### config.mk
export PLATFORM = sky130hd
export DESIGN_NAME = adc_capture_core
export DESIGN_NICKNAME = d
export VERILOG_FILES = /design/src/rtl/adc_capture_core.sv
export SDC_FILE = /design/constraint.sdc
export NUM_CORES = 1
export LEC_CHECK = 0
export ABC_CLOCK_PERIOD_IN_PS = 10900
export BUFFER_PORTS_ARGS = -buffer_cell sky130_fd_sc_hd__buf_2
export CAP_MARGIN = 10
export CORE_MARGIN = 2
export CORE_UTILIZATION = 50
export DETAILED_ROUTE_END_ITERATION = 10
export MAX_ROUTING_LAYER = met4
export PLACE_DENSITY_LB_ADDON = 0.2
export SYNTH_ARGS = -nofsm -noshare
export SYNTH_HDL_FRONTEND = slang
export SYNTH_SLANG_ARGS = --single-unit
### constraint.sdc
create_clock -name clk -period 10.9 [get_ports clk]
set_clock_uncertainty 0.15 [all_clocks]
set_input_delay 1.635 -clock clk [delete_from_list [all_inputs] [get_ports clk]]
set_output_delay 1.635 -clock clk [all_outputs]
set_load 0.03 [all_outputs]
### src/rtl/adc_capture_core.sv
// adc_capture_core
//   Capture/packetizer engine. A rising edge on cfg_start or cfg_again starts a
//   run of TOTAL_SAMPLES data beats. The beats are grouped into packets of
//   cfg_data_len+1 data beats, and each packet is followed by cfg_idle_len idle
//   beats. A beat lasts max(cfg_gap,1)+1 clock cycles. clk_rd is high for the
//   second half of every beat, so the pads are stable when the reader samples.
//
// Ports
//   clk, rst         core clock, synchronous active-high reset
//   adc_in           raw ADC sample, captured on data beats when self-test is off
//   cfg_clk_en       0 freezes the engine (edge detectors keep running)
//   cfg_sw_rstn      0 = synchronous soft reset, same effect as rst
//   cfg_self_test    1 = samples come from an internal wrapping ramp
//   cfg_start        rising edge: fresh capture, ramp restarts at 0
//   cfg_again        rising edge: repeat capture, ramp continues
//   cfg_gap          beat divider, one beat every max(gap,1)+1 cycles
//   cfg_data_len     data beats per packet minus one
//   cfg_idle_len     idle beats after each packet
//   adc_data         registered pad data (0 outside data beats)
//   adc_data_valid   registered, high during data beats
//   clk_rd           registered read strobe
//   capture_busy     run in progress
//   capture_done     sticky completion flag, cleared by the next start/again
module adc_capture_core #(
  parameter int DATA_W        = 18,
  parameter int TOTAL_SAMPLES = 4096
) (
  input  logic              clk,
  input  logic              rst,
  input  logic [DATA_W-1:0] adc_in,
  input  logic              cfg_clk_en,
  input  logic              cfg_sw_rstn,
  input  logic              cfg_self_test,
  input  logic              cfg_start,
  input  logic              cfg_again,
  input  logic [7:0]        cfg_gap,
  input  logic [15:0]       cfg_data_len,
  input  logic [15:0]       cfg_idle_len,
  output logic [DATA_W-1:0] adc_data,
  output logic              adc_data_valid,
  output logic              clk_rd,
  output logic              capture_busy,
  output logic              capture_done
);

  localparam int CNT_W = $clog2(TOTAL_SAMPLES + 1);

  typedef enum logic [1:0] {
    S_IDLE  = 2'd0,
    S_DATA  = 2'd1,
    S_IDLEP = 2'd2
  } state_e;

  state_e            state_q, state_d;
  logic              start_q, again_q;
  logic              pend_start_q, pend_start_d;
  logic              pend_again_q, pend_again_d;
  logic [8:0]        div_q, div_d;
  logic [15:0]       beat_q, beat_d;
  logic [CNT_W-1:0]  smp_q, smp_d;
  logic [DATA_W-1:0] ramp_q, ramp_d;
  logic [DATA_W-1:0] data_q, data_d;
  logic              valid_q, valid_d;
  logic              rd_q, rd_d;
  logic              busy_q, busy_d;
  logic              done_q, done_d;

  logic              soft_rst;
  logic              start_p, again_p;
  logic              req_start, req_again, req_any;
  logic [8:0]        gap_eff, period, half;
  logic              tick;
  logic              data_end, idle_end, run_end;

  assign soft_rst = rst | ~cfg_sw_rstn;

  assign start_p   = cfg_start & ~start_q;
  assign again_p   = cfg_again & ~again_q;
  // Edges that arrive while frozen are parked until the engine runs again.
  assign req_start = start_p | pend_start_q;
  assign req_again = again_p | pend_again_q;
  assign req_any   = req_start | req_again;

  // A gap of 0 behaves like 1, so a beat is never shorter than two cycles.
  assign gap_eff = (cfg_gap == 8'd0) ? 9'd1 : {1'b0, cfg_gap};
  assign period  = gap_eff + 9'd1;
  assign half    = {1'b0, period[8:1]};
  // >= rather than == so that shrinking cfg_gap mid-beat cannot skip the tick.
  assign tick    = (div_q >= gap_eff);

  assign data_end = (beat_q == cfg_data_len);
  assign idle_end = ((beat_q + 16'd1) == cfg_idle_len);
  assign run_end  = (smp_q == CNT_W'(TOTAL_SAMPLES));

  // Request edge detectors and parking of edges that arrive while frozen.
  always_comb begin
    pend_start_d = 1'b0;
    pend_again_d = 1'b0;
    if (!cfg_clk_en && (state_q == S_IDLE)) begin
      pend_start_d = pend_start_q | start_p;
      pend_again_d = pend_again_q | again_p;
    end else begin
      pend_start_d = 1'b0;
      pend_again_d = 1'b0;
    end
  end

  // FSM state register.
  always_ff @(posedge clk) begin
    if (soft_rst) begin
      state_q <= S_IDLE;
    end else begin
      state_q <= state_d;
    end
  end

  // FSM next-state logic.
  always_comb begin
    state_d = state_q;
    if (cfg_clk_en) begin
      case (state_q)
        S_IDLE: begin
          if (req_any) state_d = S_DATA;
          else         state_d = S_IDLE;
        end
        S_DATA: begin
          if (!tick)         state_d = S_DATA;
          else if (run_end)  state_d = S_IDLE;
          else if (data_end) state_d = (cfg_idle_len != 16'd0) ? S_IDLEP : S_DATA;
          else               state_d = S_DATA;
        end
        S_IDLEP: begin
          if (!tick)         state_d = S_IDLEP;
          else if (run_end)  state_d = S_IDLE;
          else if (idle_end) state_d = S_DATA;
          else               state_d = S_IDLEP;
        end
        default: state_d = S_IDLE;
      endcase
    end else begin
      state_d = state_q;
    end
  end

  // FSM output / datapath next-state logic.
  always_comb begin
    div_d   = div_q;
    beat_d  = beat_q;
    smp_d   = smp_q;
    ramp_d  = ramp_q;
    data_d  = data_q;
    valid_d = valid_q;
    busy_d  = busy_q;
    done_d  = done_q;
    rd_d    = rd_q;
    if (cfg_clk_en) begin
      case (state_q)
        S_IDLE: begin
          if (req_any) begin
            div_d   = 9'd0;
            beat_d  = 16'd0;
            smp_d   = '0;
            done_d  = 1'b0;
            busy_d  = 1'b1;
            data_d  = '0;
            valid_d = 1'b0;
            // Start wins over again when both edges land together.
            ramp_d  = req_start ? '0 : ramp_q;
          end else begin
            div_d   = 9'd0;
          end
        end
        S_DATA, S_IDLEP: begin
          if (!tick) begin
            div_d = div_q + 9'd1;
          end else begin
            div_d = 9'd0;
            if (run_end) begin
              // The last data beat has had its full length; close the run.
              busy_d  = 1'b0;
              done_d  = 1'b1;
              data_d  = '0;
              valid_d = 1'b0;
              beat_d  = 16'd0;
            end else if (state_q == S_DATA) begin
              data_d  = cfg_self_test ? ramp_q : adc_in;
              valid_d = 1'b1;
              smp_d   = smp_q + CNT_W'(1);
              ramp_d  = cfg_self_test ? (ramp_q + DATA_W'(1)) : ramp_q;
              beat_d  = data_end ? 16'd0 : (beat_q + 16'd1);
            end else begin
              data_d  = '0;
              valid_d = 1'b0;
              beat_d  = idle_end ? 16'd0 : (beat_q + 16'd1);
            end
          end
        end
        default: begin
          busy_d  = 1'b0;
          valid_d = 1'b0;
          data_d  = '0;
          div_d   = 9'd0;
        end
      endcase
      // Strobe follows the divider phase of the cycle the register will show.
      rd_d = busy_d & (div_d >= half);
    end else begin
      rd_d = rd_q;
    end
  end

  // Datapath, edge-detector and output registers.
  always_ff @(posedge clk) begin
    if (soft_rst) begin
      start_q      <= 1'b0;
      again_q      <= 1'b0;
      pend_start_q <= 1'b0;
      pend_again_q <= 1'b0;
      div_q        <= 9'd0;
      beat_q       <= 16'd0;
      smp_q        <= '0;
      ramp_q       <= '0;
      data_q       <= '0;
      valid_q      <= 1'b0;
      rd_q         <= 1'b0;
      busy_q       <= 1'b0;
      done_q       <= 1'b0;
    end else begin
      start_q      <= cfg_start;
      again_q      <= cfg_again;
      pend_start_q <= pend_start_d;
      pend_again_q <= pend_again_d;
      div_q        <= div_d;
      beat_q       <= beat_d;
      smp_q        <= smp_d;
      ramp_q       <= ramp_d;
      data_q       <= data_d;
      valid_q      <= valid_d;
      rd_q         <= rd_d;
      busy_q       <= busy_d;
      done_q       <= done_d;
    end
  end

  assign adc_data       = data_q;
  assign adc_data_valid = valid_q;
  assign clk_rd         = rd_q;
  assign capture_busy   = busy_q;
  assign capture_done   = done_q;

endmodule

After elaboration in Yosys (flattened, before gate mapping)
Index checks and enable logic that the tools add are counted.
Widths: inputs -> output; s select.
- input port bits: 65
- word-level logic and storage cells: 108
- register bits: 84
- output and inout port bits: 22
- magnitude comparators: 2
- reduce and logical (&&, ||, !) cells: 13
- bitwise operators: 11
- equality and inequality tests: 12
- muxes and demuxes: 51
- add/sub/neg operators: 5
- operators with widths (kind ; number):
    $mux 18 ; 11
    $mux 16 ; 6
    $pmux 18 s2 ; 2
    $mux 13 ; 4
    $eq 16x16->1 ; 2
    $pmux 16 s2 ; 1
    $mux 9 ; 3
    $pmux 13 s2 ; 1
    $add 18x1->18 const B ; 1
    $ge 9x8->1 ; 2
    $add 16x1->16 const B ; 1
    $reduce_bool 16->1 ; 1
    $mux 2 ; 7
    $ne 2x2->1 const B ; 7
    $add 13x1->13 const B ; 1
    $eq 13x13->1 const B ; 1
    $mux 1 ; 11
    $add 8x1->9 const B ; 1
    $add 9x1->9 const B ; 1
    $logic_not 8->1 ; 1
    $mux 8 ; 1
    $reduce_and 8->1 ; 1
    $pmux 1 s2 ; 3
    $pmux 2 s3 ; 1
    other kinds (14) ; 23

Logic depth before layout (Yosys ltp)
Gate-level depths: netlist of run 1.
- depth after elaboration: 8
- gate-level depth with buffers: 16
- depth with buffers taken out: 16

Worst setup path before layout of run 1
Ideal clock, no wire load.
- path type: input-to-reg
- start point: in cfg_gap[2]
- end point: reg rd_q, in the netlist clk_rd
- stages on the path: 16
- arrival: 4520 ps
- required time: 10633 ps
- setup slack: 6113 ps
- path through: nor4_1 > a41o_1 > ha_1 > nor2b_1 > o21ai_0 > a41o_1 > nor2_1 > nand3_1 > ha_1 > nand2b_1 > a21o_1 > a21o_1 > a211oi_1 > o21ai_0 > a211o_1 > a22o_1
- longest elaborated chain between the ends: 8
- elaborated cells between the ends (all ways): 12
- classes of those cells: add/sub: 1; order compare: 2; mux: 7; bitwise: 1; reduce/logical: 1
- RTL lines (element ; line ; RTL):
    from (decl) ; 36 ; input logic [7:0] cfg_gap,
    $logic_not 8->1 ; 85 ; assign gap_eff = (cfg_gap == 8'd0) ? 9'd1 : {1'b0, cfg_gap};
    $mux 8 (*) ; 85 ;
    $ge 9x8->1 ; 89 ; assign tick = (div_q >= gap_eff);
    $mux 9 ; 174 ; if (!tick) begin
    $mux 9 ; -- ;
    $mux 9 ; 156 ; if (cfg_clk_en) begin
    $ge 9x8->1 ; 206 ; rd_d = busy_d & (div_d >= half);
    $and 1x1->1 (*) ; 206 ;
    to (signal assigned) ; 239 ; rd_q <= rd_d;
    to (decl) ; 64 ; logic rd_q, rd_d;
Every way passes the cells marked *; elsewhere a longest branch is shown, timed or not. The select of a mux whose other input is x is not followed.
A chain may end at the register's enable or synchronous reset.

Worst setup path after layout of run 1
Ends and elaborated chain as after synthesis.

==> results of run 1 <==
## metrics by stage
| step | power, µW | cells |
|---|---|---|
| 2_1_floorplan | 359 | 682 |
| 3_3_place_gp | 384 | 870 |
| 3_5_place_dp | 386 | 870 |
| 4_1_cts | 614 | 886 |
| 5_1_grt | 636 | 887 |
| 6_report | 608 | 887 |
## routing by layer
metal	up-vias	routed length [µm]	global-route usage
li1	2600	-	-
met1	2382	6210	0.307
met2	158	6790	0.432
met3	22	790	0.0410
met4	0	276	0.0952
met5	-	0	-
## power breakdown
group	switching [µW]	internal, µW
combinational	42.7	27.9
sequential	0.993	308
clock	121	108
total	165	443
## Yosys cell counts (5+ instances only)
| cell type | number |
|---|---|
| o21a_1 | 5 |
| nor4_1 | 14 |
| nor2_1 | 79 |
| a41oi_1 | 9 |
| buf_2 | 10 |
| a22oi_1 | 19 |
| xnor2_1 | 40 |
| a211oi_1 | 5 |
| dfxtp_1 | 84 |
| nand4_1 | 17 |
| o211ai_1 | 5 |
| nand3_1 | 45 |
| o21ai_0 | 11 |
| a31oi_1 | 16 |
| xor2_1 | 27 |
| mux2_2 | 20 |
| and3_1 | 12 |
| or3_1 | 5 |
| nor3_1 | 25 |
| a2111oi_0 | 6 |
| ha_1 | 25 |
| o31ai_1 | 6 |
| and2_1 | 7 |
| a21o_1 | 9 |
| a21oi_1 | 28 |
| clkbuf_1 | 30 |
| and4_1 | 8 |
| nor2b_1 | 5 |
| nand2_1 | 45 |
| or4_1 | 6 |
| inv_1 | 28 |
## critical path: stages
cell,delay (ns)
buf_2,0.12
nor4_1,0.27
a41o_1,0.23
ha_1,0.23
nor2b_1,0.10
o21ai_0,0.13
a41o_1,0.32
nor2_1,0.24
nand3_1,0.14
ha_1,0.32
nand2b_1,0.14
a21o_1,0.17
a21o_1,0.17
a211oi_1,0.22
o21ai_0,0.12
a211o_1,0.27
a22o_1,0.19
## cell usage in the layout, fill, tap and decap left out, types with 3 or more instances in the layout
master	synthesis	layout
nand2_1	45	45
o21ai_0	11	11
dfxtp_1	84	84
nand3_1	45	45
a31oi_1	16	16
or3_1	5	5
buf_4	2	5
inv_1	28	28
and3_1	12	12
nor2b_1	5	5
xor2_1	27	27
a211oi_1	5	5
a41oi_1	9	9
a21o_1	9	9
nor4_1	14	14
or4_1	6	6
a21oi_1	28	28
clkbuf_8	0	9
ha_1	25	25
a2111oi_0	6	6
o21a_1	5	5
nor3_1	25	25
and2_1	7	7
nand4_1	17	17
a22oi_1	19	19
o31ai_1	6	6
buf_2	10	86
and4_1	8	8
nor2_1	79	79
xnor2_1	40	40
inv_6	0	3
mux2_2	20	20
o211ai_1	5	5
## layout make-up
cell class                      instances  area (µm²)
Fill cell                            1025        4620
Multi-Input combinational cell        527        3480
Sequential cell                        84        1680
Timing Repair Buffer                   92         483
Tap cell                              140         175
Clock buffer                            9         124
Inverter                               28         105
Clock inverter                          7        73.8
## flip-flops by register name (all words and copies together) (netlist names)
| name | flops |
|---|---|
| beat_q | 16 |
| ramp_q | 18 |
| clk_rd | 1 |
| div_q | 9 |
| capture_done | 1 |
| smp_q | 13 |
| capture_busy | 1 |
| pend_again_q | 1 |
| state_q | 2 |
| adc_data | 18 |
| pend_start_q | 1 |
| again_q | 1 |
| start_q | 1 |
| adc_data_valid | 1 |
## kinds of logic after synthesis
group                      synth area share
adders and majority gates            0.0575
xor gates and xnor gates              0.108
muxes                                0.0414
DFF                                   0.309
buffers and inverters                0.0527
AOI/OAI and AO/OA                     0.174
and+or+nand+nor                       0.258
## final timing paths
path | start | endpoint | slack [ns]
worst max register to register | div_q[6] | clk_rd | 7.15
worst min-delay path | clk_rd | clk_rd | 0.34
worst max-delay path | cfg_gap[2] | clk_rd | 5.97
worst min register to register | clk_rd | clk_rd | 0.34
==> run_results.csv, run 1 <==
group,metric,value,unit
status,status,"completed",
finish,fin_area,6130,µm²
power_and_ir_drop,leakagePower,0.00233,µW
routing,ant_nets,0,
finish,fin_util,0.570,
clock_network,cts_tree,"built",
routing,drtIter0Drc,283,
sta,fmax,0.203,GHz
floorplan,die_height,108,µm
floorplan,fp.coreArea,10700,µm²
sta,tightest_slew,1.16,ns
placed_design,dp_hpwl,10500,µm
sta,drv_slew,0,
clock_network,post-cts-setup-buffers,0,
synth,ys_types,53,
routing,routedWlPerCell,15.9,µm
sta,fin_crit_sh,0.453,
synth,synth_top_area_frac,0.309,
global_route,grt_pass1_vias,5026,
clock_network,clk_latency,0.36,ns
setup_path,worstPathRequired,11.00,ns
global_route,track_usage,0.256,
synth,synth_ff_type,"dfxtp_1",
synth,async_reset_ff_frac,0,
placed_design,place_ws,5.61,ns
routing,num_vias,5162,
sta,maxSlewHeadroom,0.224,
floorplan,dieArea,11700,µm²
routing,viasPerCell,5.82,
floorplan,rows,38,
setup_path,reg2reg_depth,14,
synth,mappedNetlistNets,772,
clock_network,clock-root-buffer,"clkbuf_8",
clock_network,cts_made_buffers,9,
synth,synth-edff-count,0,
placed_design,gp_congestion,0.954,
finish,syn2layout_area_growth,12.6,%
setup_path,end_kind,"register",
power_and_ir_drop,p_per_area,99.3,nW/µm²
routing,totalWireLength,14100,µm
synth,ys_ff_latch,84,
worst_hold_path,hold_depth,1,
clock_network,cts.sinks,84,
clock_network,cts_hold_buf,0,
synth,ys_warn_count,0,
setup_path,worstPathArrival,5.04,ns
sta,period_minus_slack,4.93,ns
global_route,antenna_found_initial,0,
global_route,overflow,0,
run,max-cap-violations,0,
finish,drive_gt1_frac,0.181,
sta,setup_viol,0,
finish,nNetsFinal,832,
setup_path,crit_type,"in2reg",
synth,avgSynthCellArea,7.98,µm²
sta,hold_viol,0,
clock_network,cts_buffer_depth,2,
power_and_ir_drop,ir_drop,0.0000562,V
synth,yosysTopAreaCell,"dfxtp_1",
synth,synthTopCellsByArea,"dfxtp_1, xnor2_1, ha_1",
clock_network,clkTransAtPathRegs,0.08,ns
synth,synth-seq-area-share,0.309,
synth,netlist_instances,682,
clock_network,h-tree-depth,3,
placed_design,dpl_cell_area,5910,µm²
floorplan,die_w,108,µm
sta,grt_setup_unrepaired,"no",
setup_path,cp-start-kind,"input pin",
finish,antenna_cells,0,
sta,worst_slack,5.97,ns
setup_path,crit_fanout,4,
sta,whs,0.337,ns
floorplan,io_pins,87,
routing,first_pass_iters,5,
global_route,grt_max_degree,49,
global_route,grt_pass1_wl,23500,µm
floorplan,start_util,0.506,
placed_design,numPortBuffers,86,
clock_network,ctsResizeCount,0,
sta,finalSetupTns,0,ns
worst_hold_path,hp-class,"reg2reg",
synth,syn_area,5440,µm²
routing,drc,0,
Power figures use the tool's default switching activity.
==> run 2, diff against run 1 <==
--- a/config.mk
+++ b/config.mk
@@ -5,7 +5,7 @@
 export SDC_FILE = /design/constraint.sdc
 export NUM_CORES = 1
 export LEC_CHECK = 0
-export ABC_CLOCK_PERIOD_IN_PS = 10900
+export ABC_CLOCK_PERIOD_IN_PS = 5100
 export BUFFER_PORTS_ARGS = -buffer_cell sky130_fd_sc_hd__buf_2
 export CAP_MARGIN = 10
 export CORE_MARGIN = 2
==> constraint.sdc (replaced) <==
create_clock -name clk -period 5.1 [get_ports clk]
set_clock_uncertainty 0.15 [all_clocks]
set_input_delay 0.765 -clock clk [delete_from_list [all_inputs] [get_ports clk]]
set_output_delay 0.765 -clock clk [all_outputs]
set_load 0.03 [all_outputs]
==> run_results.csv, run 2 (synthesis results as in run 1) <==
group,metric,value,unit
sta,finalSetupTns,0,ns
routing,drtIter0Drc,353,
clock_network,cts_buffer_depth,2,
power_and_ir_drop,ir_drop,0.000145,V
sta,drv_slew,0,
finish,syn2layout_area_growth,12.7,%
sta,maxSlewHeadroom,0.233,
finish,final_common_cell,"buf_2",
routing,first_pass_iters,4,
floorplan,rows,38,
sta,hold_viol,0,
setup_path,end_kind,"register",
global_route,grt_pass1_vias,5022,
sta,whs,0.337,ns
worst_hold_path,hp-class,"reg2reg",
finish,drive_gt1_frac,0.181,
clock_network,cts_tree,"built",
placed_design,dp_hpwl,10700,µm
setup_path,worstPathRequired,5.21,ns
routing,drc,0,
worst_hold_path,hp-start,"adc_data_valid",
sta,setup_viol,0,
global_route,overflow,0,
placed_design,numPortBuffers,86,
floorplan,io_pins,87,
clock_network,clkTransAtPathRegs,0.09,ns
sta,tightest_slew,1.14,ns
setup_path,rr_startpoint,"div_q[6]",
routing,totalWireLength,14400,µm
power_and_ir_drop,leakagePower,0.00233,µW
finish,n_fill_cell,1028,
finish,stdcell_count,887,
setup_path,startpoint,"cfg_gap[2]",
global_route,track_usage,0.262,
placed_design,gp_congestion,0.957,
run,max-cap-violations,0,
floorplan,dieArea,11700,µm²
clock_network,cts_hold_buf,0,
placed_design,placed_cells,871,
global_route,antenna_found_initial,0,
floorplan,die_height,108,µm
setup_path,crit_type,"in2reg",
setup_path,worstPathArrival,4.21,ns
status,status,"completed",
sta,grt_setup_unrepaired,"no",
sta,period_minus_slack,4.10,ns
clock_network,cts.sinks,84,
finish,layout_common_cells,"buf_2, dfxtp_1, nor2_1",
routing,viasPerCell,5.95,
floorplan,die_w,108,µm
floorplan,fp.coreArea,10700,µm²
global_route,grt_pass1_wl,23900,µm
clock_network,h-tree-depth,3,
global_route,grt_max_degree,48,
setup_path,cp-start-kind,"input pin",
sta,fmax,0.244,GHz
clock_network,post-cts-setup-buffers,0,
clock_network,clk_latency,0.37,ns
setup_path,crit_fanout,4,
floorplan,start_util,0.506,
finish,antenna_cells,0,
clock_network,clock-root-buffer,"clkbuf_8",
power_and_ir_drop,p_per_area,215,nW/µm²
routing,routedWlPerCell,16.3,µm
routing,ant_nets,0,
finish,fin_util,0.570,
clock_network,cts_made_buffers,9,
finish,nNetsFinal,832,
clock_network,ctsResizeCount,0,
routing,num_vias,5281,
sta,fin_crit_sh,0.804,
-- run 2: changes by cell type in the layout (fill, tap and decap cells not counted), sizes merged --
cell / change
clkinv: -1
inv: -1
clkbuf: +1
clkinvlp: +1
-- run 2: worst paths after layout --
| kind | slack, ns | endpoint | cells after the start |
|---|---|---|---|
| setup / recovery | 1.0 | clk_rd | 17 |
| hold reg to reg | 0.34 | adc_data_valid | 2 |
| setup reg to reg | 1.32 | clk_rd | 14 |
| hold / removal | 0.34 | adc_data_valid | 2 |
-- run 2: power by group --
group	internal [µW]	leakage [µW]	switching (µW)
sequential	658	0.000677	2.22
combinational	59.9	0.00155	91.9
clock	244	0.0000995	260
total	962	0.00233	354
-- run 2: worst max-delay path, cell delays in order --
cell and delay [ns]:
buf_2 0.12, nor4_1 0.27, a41o_1 0.24, ha_1 0.23, nor2b_1 0.10, o21ai_0 0.15, a41o_1 0.33, nor2_1 0.23
nand3_1 0.15, ha_1 0.34, nand2b_1 0.14, a21o_1 0.18, a21o_1 0.17, a211oi_1 0.21, o21ai_0 0.12, a211o_1 0.26
a22o_1 0.20
-- run 2: final cells by class --
cell class,instances,area [µm²],share of cell area
sequential,84,1680,0.274
clock buffer,10,138,0.0225
inverter,28,105,0.0171
multi-input combinational,527,3480,0.568
timing repair buffer,92,475,0.0776
clock inverter,6,71.3,0.0116
tap,140,175,0.0286
-- run 2: stage by stage --
stage          worst slack [ns]  total power [µW]  instance area [µm²]
6_report                  0.997              1320                 6130
5_1_grt                   0.650              1370                 6130
4_1_cts                    1.05              1320                 6130
3_5_place_dp              0.666               826                 5920
3_3_place_gp              0.811               822                 5920
2_1_floorplan              1.18               768                 5440
-- run 2: metal layers --
metal	global-route usage	vias to the layer above	part of all wire
li1	-	2595	-
met1	0.320	2520	0.44
met2	0.447	145	0.49
met3	0.0416	21	0.048
met4	0.0742	0	0.013
met5	-	-	0
==> run 3, diff against run 2 <==
--- a/config.mk
+++ b/config.mk
@@ -5,7 +5,8 @@
 export SDC_FILE = /design/constraint.sdc
 export NUM_CORES = 1
 export LEC_CHECK = 0
-export ABC_CLOCK_PERIOD_IN_PS = 5100
+export ABC_AREA = 1
+export ABC_CLOCK_PERIOD_IN_PS = 3380
 export BUFFER_PORTS_ARGS = -buffer_cell sky130_fd_sc_hd__buf_2
 export CAP_MARGIN = 10
 export CORE_MARGIN = 2
==> constraint.sdc (replaced) <==
create_clock -name clk -period 3.38 [get_ports clk]
set_clock_uncertainty 0.15 [all_clocks]
set_input_delay 0.507 -clock clk [delete_from_list [all_inputs] [get_ports clk]]
set_output_delay 0.507 -clock clk [all_outputs]
set_load 0.03 [all_outputs]
==> run_results.csv, run 3 <==
group,metric,value,unit
routing,drc,0,
synth,synth_top_family_by_area,"simple AND/OR/NAND/NOR gates",
global_route,overflow,0,
synth,synth.mux.area_fraction,0.0132,
routing,first_pass_iters,5,
synth,ys_ff_latch,84,
clock_network,clkTransAtPathRegs,0.06,ns
clock_network,cts_made_buffers,9,
synth,ys_warn_count,0,
finish,antenna_cells,0,
clock_network,clock-root-buffer,"clkbuf_16",
clock_network,cts.sinks,84,
floorplan,dieArea,12800,µm²
setup_path,cp_common_cell,"nand2_1",
setup_path,cp_slowest_cell,"o41ai_2",
setup_path,cp-start-kind,"input pin",
global_route,globalRouteMet3Util,0.0386,
finish,nNetsFinal,1127,
global_route,grt_pass1_wl,26200,µm
synth,synthTopCellsByArea,"dfxtp_1, nand2_1, a21oi_1",
placed_design,gp_congestion,0.918,
routing,routedWlPerCell,12.9,µm
sta,period_minus_slack,3.32,ns
global_route,grt_pass1_vias,5850,
synth,async_reset_ff_frac,0,
clock_network,h-tree-depth,3,
synth,synth_common_cells,"nand2_1, inv_1, nor2_1",
sta,finalSetupTns,0,ns
sta,tightest_slew,0.774,ns
floorplan,fp.coreArea,11600,µm²
finish,fin_util,0.612,
finish,final_common_cell,"nand2_1",
floorplan,die_height,113,µm
global_route,grt.busiest_layer,"met2",
synth,mappedNetlistNets,1034,
global_route,antenna_found_initial,0,
setup_path,worstPathRequired,3.46,ns
floorplan,rows,39,
synth,synth_top_area_frac,0.281,
status,status,"completed",
clock_network,cts_buffer_depth,2,
sta,fin_crit_sh,0.983,
placed_design,dp_hpwl,11000,µm
power_and_ir_drop,p_per_area,352,nW/µm²
floorplan,die_w,113,µm
routing,totalWireLength,15300,µm
clock_network,clk_latency,0.34,ns
finish,layout_common_cells,"nand2_1, inv_1, nor2_1",
floorplan,start_util,0.517,
sta,maxSlewHeadroom,0.484,
routing,ant_nets,0,
synth,synth-edff-count,0,
synth,synthXorXnorAreaFrac,0.0680,
setup_path,max_stage_delay,0.37,ns
sta,fmax,0.301,GHz
global_route,grtUsageMet1,0.329,
sta,drv_slew,0,
global_route,grt_use_met2,0.405,
routing,drtIter0Drc,371,
synth,ys_types,40,
setup_path,worstPathArrival,3.40,ns
synth,synth_most_common_cell,"nand2_1",
power_and_ir_drop,ir_drop,0.000450,V
finish,syn2layout_area_growth,18.4,%
synth,avgSynthCellArea,6.33,µm²
global_route,track_usage,0.253,
sta,setup_viol,0,
global_route,grt_max_degree,67,
run,max-cap-violations,0,
synth,synth-compound-area-share,0.107,
synth,synth_ff_type,"dfxtp_1",
floorplan,io_pins,87,
setup_path,crit_fanout,5,
power_and_ir_drop,leakagePower,0.00293,µW
synth,netlist_instances,944,
synth,syn_area,5980,µm²
synth,synth-seq-area-share,0.281,
synth,synth-simple-area-share,0.378,
synth,synth_fa_ha_area_frac,0.0523,
worst_hold_path,hp-class,"in2reg",
placed_design,numPortBuffers,86,
clock_network,cts_tree,"built",
routing,viasPerCell,5.27,
routing,num_vias,6241,
finish,n_fill_cell,1121,
synth,yosysTopAreaCell,"dfxtp_1",
setup_path,end_kind,"register",
setup_path,crit_type,"in2reg",
finish,drive_gt1_frac,0.164,
sta,hold_viol,0,
sta,grt_setup_unrepaired,"yes",
run 3: changes by cell type in the layout (fill, tap and decap cells not counted), sizes merged, moves of 17 or more:
cell   previous run  this run
nor2             79       106
buf              92       117
inv              30       116
a21oi            28        88
xnor2            40        21
a22oi            19         0
nand3            46        79
nand2            45       246
nand4            17        34
run 3: power by group:
part / total [µW] / switching [µW] / internal [µW] / leakage [µW]
Clock: 1210 / 415 / 798 / 0.000173
Combinational: 284 / 179 / 105 / 0.00208
Sequential: 997 / 2.99 / 994 / 0.000677
Total: 2500 / 597 / 1900 / 0.00293
run 3: critical path: cells and delay by family:
kind / cells / cell delay [ns]
AOI/OAI and AO/OA: 6 / 0.89
adders and majority gates: 2 / 0.53
buffers and inverters: 5 / 0.42
and+or+nand+nor: 13 / 1.07
run 3: path summary, 6_finish.rpt:
path / startpoint / endpoint / slack [ns] / cells after the start
max reg2reg: div_q[0] / clk_rd / 0.46 / 23
min: cfg_again / again_q / 0.25 / 3
max: cfg_gap[2] / clk_rd / 0.06 / 26
min reg2reg: adc_data[11] / adc_data[11] / 0.31 / 2
run 3: metal layers:
layer	vias to the layer above	share of wire
met4	0	0.0083
met3	15	0.044
met1	2818	0.48
met2	140	0.46
li1	3268	-
met5	-	0
run 3: logic make-up (layout without fill, tap and decap cells):
group,after synthesis,in the layout
AND/OR/NAND/NOR,511,511
buffers and inverters,152,250
AO/OA/AOI/OAI,121,121
flip-flops,84,84
XOR/XNOR,44,44
adder cells (fa/ha/maj),25,25
multiplexers,7,7
run 3: area by class of cell:
class	instances	area [µm²]	share of cell area
multi-input combinational	708	3750	0.529
sequential	84	1680	0.238
timing repair buffer	117	667	0.0942
inverter	117	439	0.0620
clock buffer	10	229	0.0323
tap	143	179	0.0253
clock inverter	6	136	0.0193
run 3: metrics by stage:
step | std cells | setup WS (ns) | hold slack (ns) | area (µm²) | total power (µW)
floorplan | 944 | 0.000907 | 0.291 | 5990 | 1190
global placement | 1165 | -0.246 | 0.303 | 6640 | 1290
detailed placement | 1165 | -0.324 | 0.307 | 6640 | 1300
CTS | 1181 | 0.00734 | 0.232 | 7000 | 2510
global route | 1185 | -0.307 | 0.255 | 7080 | 2590
finish | 1185 | 0.0572 | 0.245 | 7080 | 2500
run 3: what timing repair did:
| item | in CTS | in global routing |
|---|---|---|
| hold buffers | 0 | 0 |
| endpoints found under the setup margin | 0 | 1 |
| setup buffers | 0 | 3 |
| gates resized for setup | 0 | 10 |
